==> config.mk <==
export PLATFORM = sky130hd
export DESIGN_NAME = digit_scroll_feeder
export DESIGN_NICKNAME = d
export VERILOG_FILES = /design/src/rtl/digit_scroll_pkg.sv /design/src/rtl/scroll_tick_gen.sv /design/src/rtl/digit_scroll_feeder.sv
export SDC_FILE = /design/constraint.sdc
export NUM_CORES = 1
export LEC_CHECK = 0
export CORE_MARGIN = 3
export CORE_UTILIZATION = 54
export DETAILED_ROUTE_END_ITERATION = 8
export DONT_BUFFER_PORTS = 1
export HOLD_SLACK_MARGIN = 0.02
export PLACE_DENSITY_LB_ADDON = 0.1
export SLEW_MARGIN = 20
export SYNTH_ARGS = -nofsm -noshare
export SYNTH_HDL_FRONTEND = slang
export SYNTH_HIERARCHICAL = 1
export SYNTH_SLANG_ARGS = --single-unit
==> constraint.sdc <==
create_clock -name clk -period 4.7 [get_ports clk]
set_input_delay 1.41 -clock clk [delete_from_list [all_inputs] [get_ports clk]]
set_output_delay 1.41 -clock clk [all_outputs]
set_load 0.05 [all_outputs]
==> src/rtl/digit_scroll_pkg.sv <==
// Shared types for the digit scroll feeder.
//   state_t    : feeder FSM states (message load, window scroll)
//   digit_t    : one 4-bit digit code
//   BLANK_CODE_DEFAULT : code used for padding and cleared windows
package digit_scroll_pkg;

    typedef enum logic [0:0] {
        StLoad   = 1'b0,
        StScroll = 1'b1
    } state_t;

    typedef logic [3:0] digit_t;

    localparam digit_t BLANK_CODE_DEFAULT = 4'hA;

endpackage

==> src/rtl/scroll_tick_gen.sv <==
// Scroll prescaler: free-running counter 0..TICK_DIV-1 producing a one-cycle tick
// in the terminal-count cycle.
//   clk  : clock
//   rst  : asynchronous reset, active-high
//   clr  : synchronous counter clear; also suppresses the tick in the same cycle
//   tick : one-cycle pulse at terminal count
module scroll_tick_gen #(
    parameter int unsigned TICK_DIV = 33554432
) (
    input  logic clk,
    input  logic rst,
    input  logic clr,
    output logic tick
);

    localparam int unsigned CW = (TICK_DIV > 1) ? $clog2(TICK_DIV) : 1;
    localparam logic [CW-1:0] LAST = CW'(TICK_DIV - 1);

    logic [CW-1:0] cnt_q;

    always_ff @(posedge clk or posedge rst) begin
        if (rst) begin
            cnt_q <= '0;
        end else if (clr || cnt_q == LAST) begin
            cnt_q <= '0;
        end else begin
            cnt_q <= cnt_q + CW'(1);
        end
    end

    assign tick = !clr && (cnt_q == LAST);

endmodule

==> src/rtl/digit_scroll_feeder.sv <==
// Digit scroll feeder: loads a message of 4-bit digit codes over a valid/ready port,
// then presents a sliding 4-digit window that advances once per scroll tick.
//   clk, rst      : clock, asynchronous active-high reset
//   clear         : synchronous discard of the message, back to load
//   wr_en/wr_data/wr_last/wr_ready : message write port
//   digits        : window, [3:0] = leftmost digit
//   window_valid  : high while scrolling
//   step          : one-cycle pulse in the cycle digits changes
// Build option: define SCROLL_CIRCULAR_EN to treat the message as a ring
// (indices mod len, no blank padding, scrolls whenever len > 1).
module digit_scroll_feeder
    import digit_scroll_pkg::*;
#(
    parameter int unsigned DEPTH      = 32,
    parameter int unsigned TICK_DIV   = 33554432,
    parameter digit_t      BLANK_CODE = BLANK_CODE_DEFAULT
) (
    input  logic        clk,
    input  logic        rst,
    input  logic        clear,
    input  logic        wr_en,
    input  logic [3:0]  wr_data,
    input  logic        wr_last,
    output logic        wr_ready,
    output logic [15:0] digits,
    output logic        window_valid,
    output logic        step
);

    localparam int unsigned LW = $clog2(DEPTH + 1);
    localparam int unsigned AW = $clog2(DEPTH);
    // One spare bit so start+3 never overflows before the range compare.
    localparam int unsigned IW = LW + 1;

    state_t        state_q, state_d;
    logic [LW-1:0] len_q;
    logic [AW-1:0] start_q, start_d;
    logic [15:0]   digits_q;
    logic          step_q;
    logic          refresh_q;   // start moved last cycle; reload digits now
    digit_t        mem_q [DEPTH];

    logic          wr_fire;
    logic          load_done;
    logic          tick;
    logic          tick_clr;
    logic          adv;
    logic [15:0]   window_next;

    assign wr_fire   = (state_q == StLoad) && wr_en && !clear;
    assign load_done = wr_fire && (wr_last || len_q == LW'(DEPTH - 1));
    assign tick_clr  = clear || (state_q != StScroll);

    scroll_tick_gen #(
        .TICK_DIV (TICK_DIV)
    ) u_tick (
        .clk  (clk),
        .rst  (rst),
        .clr  (tick_clr),
        .tick (tick)
    );

    always_comb begin
        state_d      = state_q;
        wr_ready     = 1'b0;
        window_valid = 1'b0;
        case (state_q)
            StLoad: begin
                wr_ready = 1'b1;
                if (load_done) state_d = StScroll;
            end
            StScroll: window_valid = 1'b1;
            default: state_d = StLoad;
        endcase
    end

    always_comb begin
        start_d = start_q;
        adv     = 1'b0;
`ifdef SCROLL_CIRCULAR_EN
        if (tick && len_q > LW'(1)) begin
            adv     = 1'b1;
            start_d = (LW'(start_q) == len_q - LW'(1)) ? '0 : start_q + AW'(1);
        end
`else
        if (tick && len_q > LW'(4)) begin
            adv     = 1'b1;
            start_d = (LW'(start_q) == len_q - LW'(4)) ? '0 : start_q + AW'(1);
        end
`endif
    end

    // Window read muxes. On the final write the incoming digit is not yet in the
    // buffer, so it is bypassed in and the window starts at 0 with the new length.
    always_comb begin
        logic [LW-1:0] eff_len;
        logic [IW-1:0] base;
        logic [IW-1:0] idx;
        eff_len     = load_done ? len_q + LW'(1) : len_q;
        base        = load_done ? '0 : IW'(start_q);
        window_next = '0;
        idx         = '0;
        for (int k = 0; k < 4; k++) begin
            idx = base + IW'(k);
`ifdef SCROLL_CIRCULAR_EN
            // start+k < len+3, so three conditional subtracts give the modulo.
            for (int r = 0; r < 3; r++) begin
                if (idx >= IW'(eff_len)) idx = idx - IW'(eff_len);
            end
`endif
            if (idx >= IW'(eff_len)) begin
                window_next[4*k +: 4] = BLANK_CODE;
            end else if (load_done && idx == IW'(len_q)) begin
                window_next[4*k +: 4] = wr_data;
            end else begin
                window_next[4*k +: 4] = mem_q[idx[AW-1:0]];
            end
        end
    end

    // Buffer contents survive clear and reset; len gates every read.
    always_ff @(posedge clk) begin
        if (wr_fire) mem_q[len_q[AW-1:0]] <= wr_data;
    end

    always_ff @(posedge clk or posedge rst) begin
        if (rst) begin
            state_q   <= StLoad;
            len_q     <= '0;
            start_q   <= '0;
            digits_q  <= {4{BLANK_CODE}};
            step_q    <= 1'b0;
            refresh_q <= 1'b0;
        end else if (clear) begin
            state_q   <= StLoad;
            len_q     <= '0;
            start_q   <= '0;
            digits_q  <= {4{BLANK_CODE}};
            step_q    <= 1'b0;
            refresh_q <= 1'b0;
        end else begin
            state_q   <= state_d;
            step_q    <= 1'b0;
            refresh_q <= adv;
            start_q   <= start_d;
            if (wr_fire) len_q <= len_q + LW'(1);
            if (load_done) begin
                start_q  <= '0;
                digits_q <= window_next;
                step_q   <= 1'b1;
            end else if (refresh_q) begin
                digits_q <= window_next;
                step_q   <= 1'b1;
            end
        end
    end

    assign digits = digits_q;
    assign step   = step_q;

endmodule

==> reports/qor.csv <==
stage,metric,value,unit
job,MaxCap Viol Count,0,
place,PortBufs,0,
worst_setup_path,crit path launch,clear,
clocking,htree depth,4,
sta,Slew @ Worst Pin,971,ps
power,overall power,3.39,mW
detailed_routing,final wirelength,48.0,mm
power,PD cells,244,nW/um^2
sta,Final Max Tran Viols,0,
worst_setup_path,Max Fanout on Critical Path,54,
global_routing,met1 usage,53.3,%
synthesis,syn_area_per_cell,9.88,um^2
synthesis,synth top area cells,"edfxtp_1 (30%), dfrtp_1 (9.3%), mux4_2 (6.8%)",
finish,antenna cells,0,
place,routability cong.,1.03,
worst_setup_path,worst reg-to-reg setup slack,700,ps
clocking,deepest clock path buffer count,2,
detailed_routing,DR WL/cell,29.9,um
worst_setup_path,RR Endpoint,digits[1]$_DFFE_PP1P_,
synthesis,Synth async-reset ratio,30.1,%
finish,P&R area growth vs syn,9.55,%
synthesis,post-synthesis cell area,12600,um^2
detailed_routing,vias,11400,
finish,Final Non-Filler Cells,1602,
die,Boundary Pins,28,
detailed_routing,router iterations before antenna repair,6,
worst_setup_path,CP bufs+invs,2,
place,placed cells,1570,
global_routing,Overall Global Routing Usage,37.5,%
detailed_routing,initial DRC count,1869,
clocking,post_cts resized,0,
synthesis,Seq cells post-synth,183,
synthesis,Post-synth EDFFs,128,
clocking,CTS tree,yes,
synthesis,post-synth top area share,30.4,%
finish,final instance area,13900,um^2
sta,Final Cycle Share,85.5,%
global_routing,M2 GR Usage,54.0,%
worst_setup_path,crit-path cells,"nor3b_4, buf_4, o21ai_4, nand2_2, buf_4, nor3_1, a211oi_1, a221oi_1, nor3_1, o31a_1",
sta,Final setup viols,0,
detailed_routing,Post-route DRC,0,
global_routing,GR peak layer,met2,
synthesis,Synth Net Count,1322,
sta,hold_ws,507,ps
sta,relative slew slack,35.2,%
die,DIE HEIGHT,159,um
global_routing,first-pass GRT wire length,71.1,mm
worst_setup_path,reg2reg start,len_q[0]$_DFFE_PP0P_,
synthesis,dominant synthesized flop cell,edfxtp_1,
die,initial core utilization,55.4,%
sta,Fin. Hold Viols,0,
global_routing,grt total ovfl,0,
worst_setup_path,Crit Path Class,input port to register,
worst_setup_path,CP peak stage delay,650,ps
global_routing,initial antenna violation count,0,
power,Max VDD drop,0.186,mV
worst_setup_path,WP depth,10,
hold_path,Hold Path Origin,u_tick/cnt_q[0]$_DFF_PP0_,
worst_setup_path,"slowest stage cell, crit path",nor3_1,
finish,NumNets Final,1318,
sta,clock skew,23.1,ps
place,detailed placer's ending HPWL,33.7,mm
worst_setup_path,end of the critical path,digits[1]$_DFFE_PP1P_,
clocking,CTS Buf Count,17,
synthesis,Synth cell types,90,
clocking,Worst-Skew Late Latency,470,ps
clocking,Setup Buffers After CTS,0,
worst_setup_path,"CP delay by family, top",compound AO/OA/AOI/OAI gates,
place,Worst Setup Slack post-DPL,300,ps
finish,share of cells above drive strength 1,15.6,%
place,Placed Area,13200,um^2
worst_setup_path,worst-case reg-to-reg path depth,11,
hold_path,worst hold-check path type,register to register,
die,total core area,22800,um^2
finish,"Core Util, Final",60.6,%
die,DIE AREA,25300,um^2
sta,unrepaired setup endpoints after global routing,no,
global_routing,vias in the first global route,10700,
finish,"most common cell after layout, fill and taps aside",nand2_1,
finish,"commonest non-fill, non-tap cells in the layout","nand2_1 (167), edfxtp_1 (128), nor2_1 (120), a21oi_1 (71)",
sta,worst setup margin,683,ps
detailed_routing,vias per inst,7.13,
synthesis,Yosys warnings,6,
synthesis,register area share after synthesis,41.3,%
worst_setup_path,"Data arrival, critical path",4410,ps
global_routing,met3 usage,10.7,%
hold_path,worst hold stages,1,
detailed_routing,DRT antenna net count,0,
die,die width,159,um
synthesis,Synth Instances,1280,
clocking,"Hold-fix buffers, CTS",0,
sta,TNS Setup,0,ps
synthesis,post-synth top area cell,edfxtp_1,
worst_setup_path,Startpoint Class,input port,
worst_setup_path,critical path required time,5090,ps
clocking,root buffer cell,clkbuf_16,
worst_setup_path,element type at the critical path end,register,
sta,fin crit period,4020,ps
clocking,Sink Count,183,
sta,fmax,249,MHz
power,Leak Pwr,4.91,nW
clocking,Worst-path clk slew,80,ps
finish,Filler cells,1936,
global_routing,largest net degree at the start of global routing,94,
die,FP Rows,55,
outcome,status,completed,
## worst min path at each step
stage                           endpoint  slack (ps)
2_1_floorplan  u_tick/cnt_q[0]$_DFF_PP0_         470
3_3_place_gp   u_tick/cnt_q[0]$_DFF_PP0_         490
3_5_place_dp   u_tick/cnt_q[0]$_DFF_PP0_         510
4_1_cts        u_tick/cnt_q[0]$_DFF_PP0_         520
5_1_grt        u_tick/cnt_q[0]$_DFF_PP0_         560
6_report       u_tick/cnt_q[0]$_DFF_PP0_         510
## synthesized netlist by cell type (12+ instances only)
library cell,number
a31oi_1,22
buf_2,32
inv_1,28
nor2_1,122
nor2b_1,16
o221ai_1,17
and3_1,12
ha_1,33
nor3_1,24
nand2_1,168
clkbuf_1,35
mux2_2,17
mux2i_1,60
o21ai_0,38
a21oi_1,71
nor4_1,12
xor2_1,15
o211ai_1,12
a211oi_1,29
nand3_1,54
mux4_2,38
xnor2_1,26
dfrtp_1,47
nand4_1,14
edfxtp_1,128
## worst register-to-register path, cell delays in order, from the launching register on
cell,delay [ps]
dfrtp_1,510
ha_1,370
and4b_1,260
o21ai_4,250
nand2_2,120
inv_2,100
buf_4,560
nor3_1,130
a211oi_1,540
a221oi_1,220
nor3_1,650
o31a_1,230
## final cells by class
cell class              count  area [um^2]  share of cell area, %
clock buffers              18          439                   3.17
clock inverters            14          173                   1.25
inverters                  38          153                   1.10
multi-input cells         972         6940                   50.1
flip-flops and latches    183         5230                   37.8
well taps                 313          392                   2.83
repair buffers             64          531                   3.83
## report_power, final
part	switching, mW	internal [mW]	total, mW
Clock	0.753	0.736	1.49
Combinational	0.0927	0.0401	0.133
Sequential	0.0252	1.74	1.76
## kinds of logic (layout without fill, tap and decap cells)
kind of cell / after synthesis / count (layout) / share of synthesized area (%)
xor gates and xnor gates: 43 / 43 / 3.19
and+or+nand+nor: 479 / 479 / 17.9
adders and majority gates: 33 / 33 / 3.26
muxes: 115 / 115 / 13.0
AOI/OAI and AO/OA: 302 / 302 / 16.7
DFF: 183 / 183 / 41.3
buffers and inverters: 125 / 134 / 4.57
## state kept, by name, indices dropped and copies added (netlist names)
name          count
refresh_q         1
mem_q           128
len_q             6
state_q           1
start_q           5
step              1
digits           16
u_tick/cnt_q     25
## layer usage
layer	up-vias	wire length, um
li1	4852	-
met5	-	0
met4	0	2590
met1	5546	19000
met2	845	19900
met3	186	6530
No activity file was read; power rests on OpenSTA's default activity.
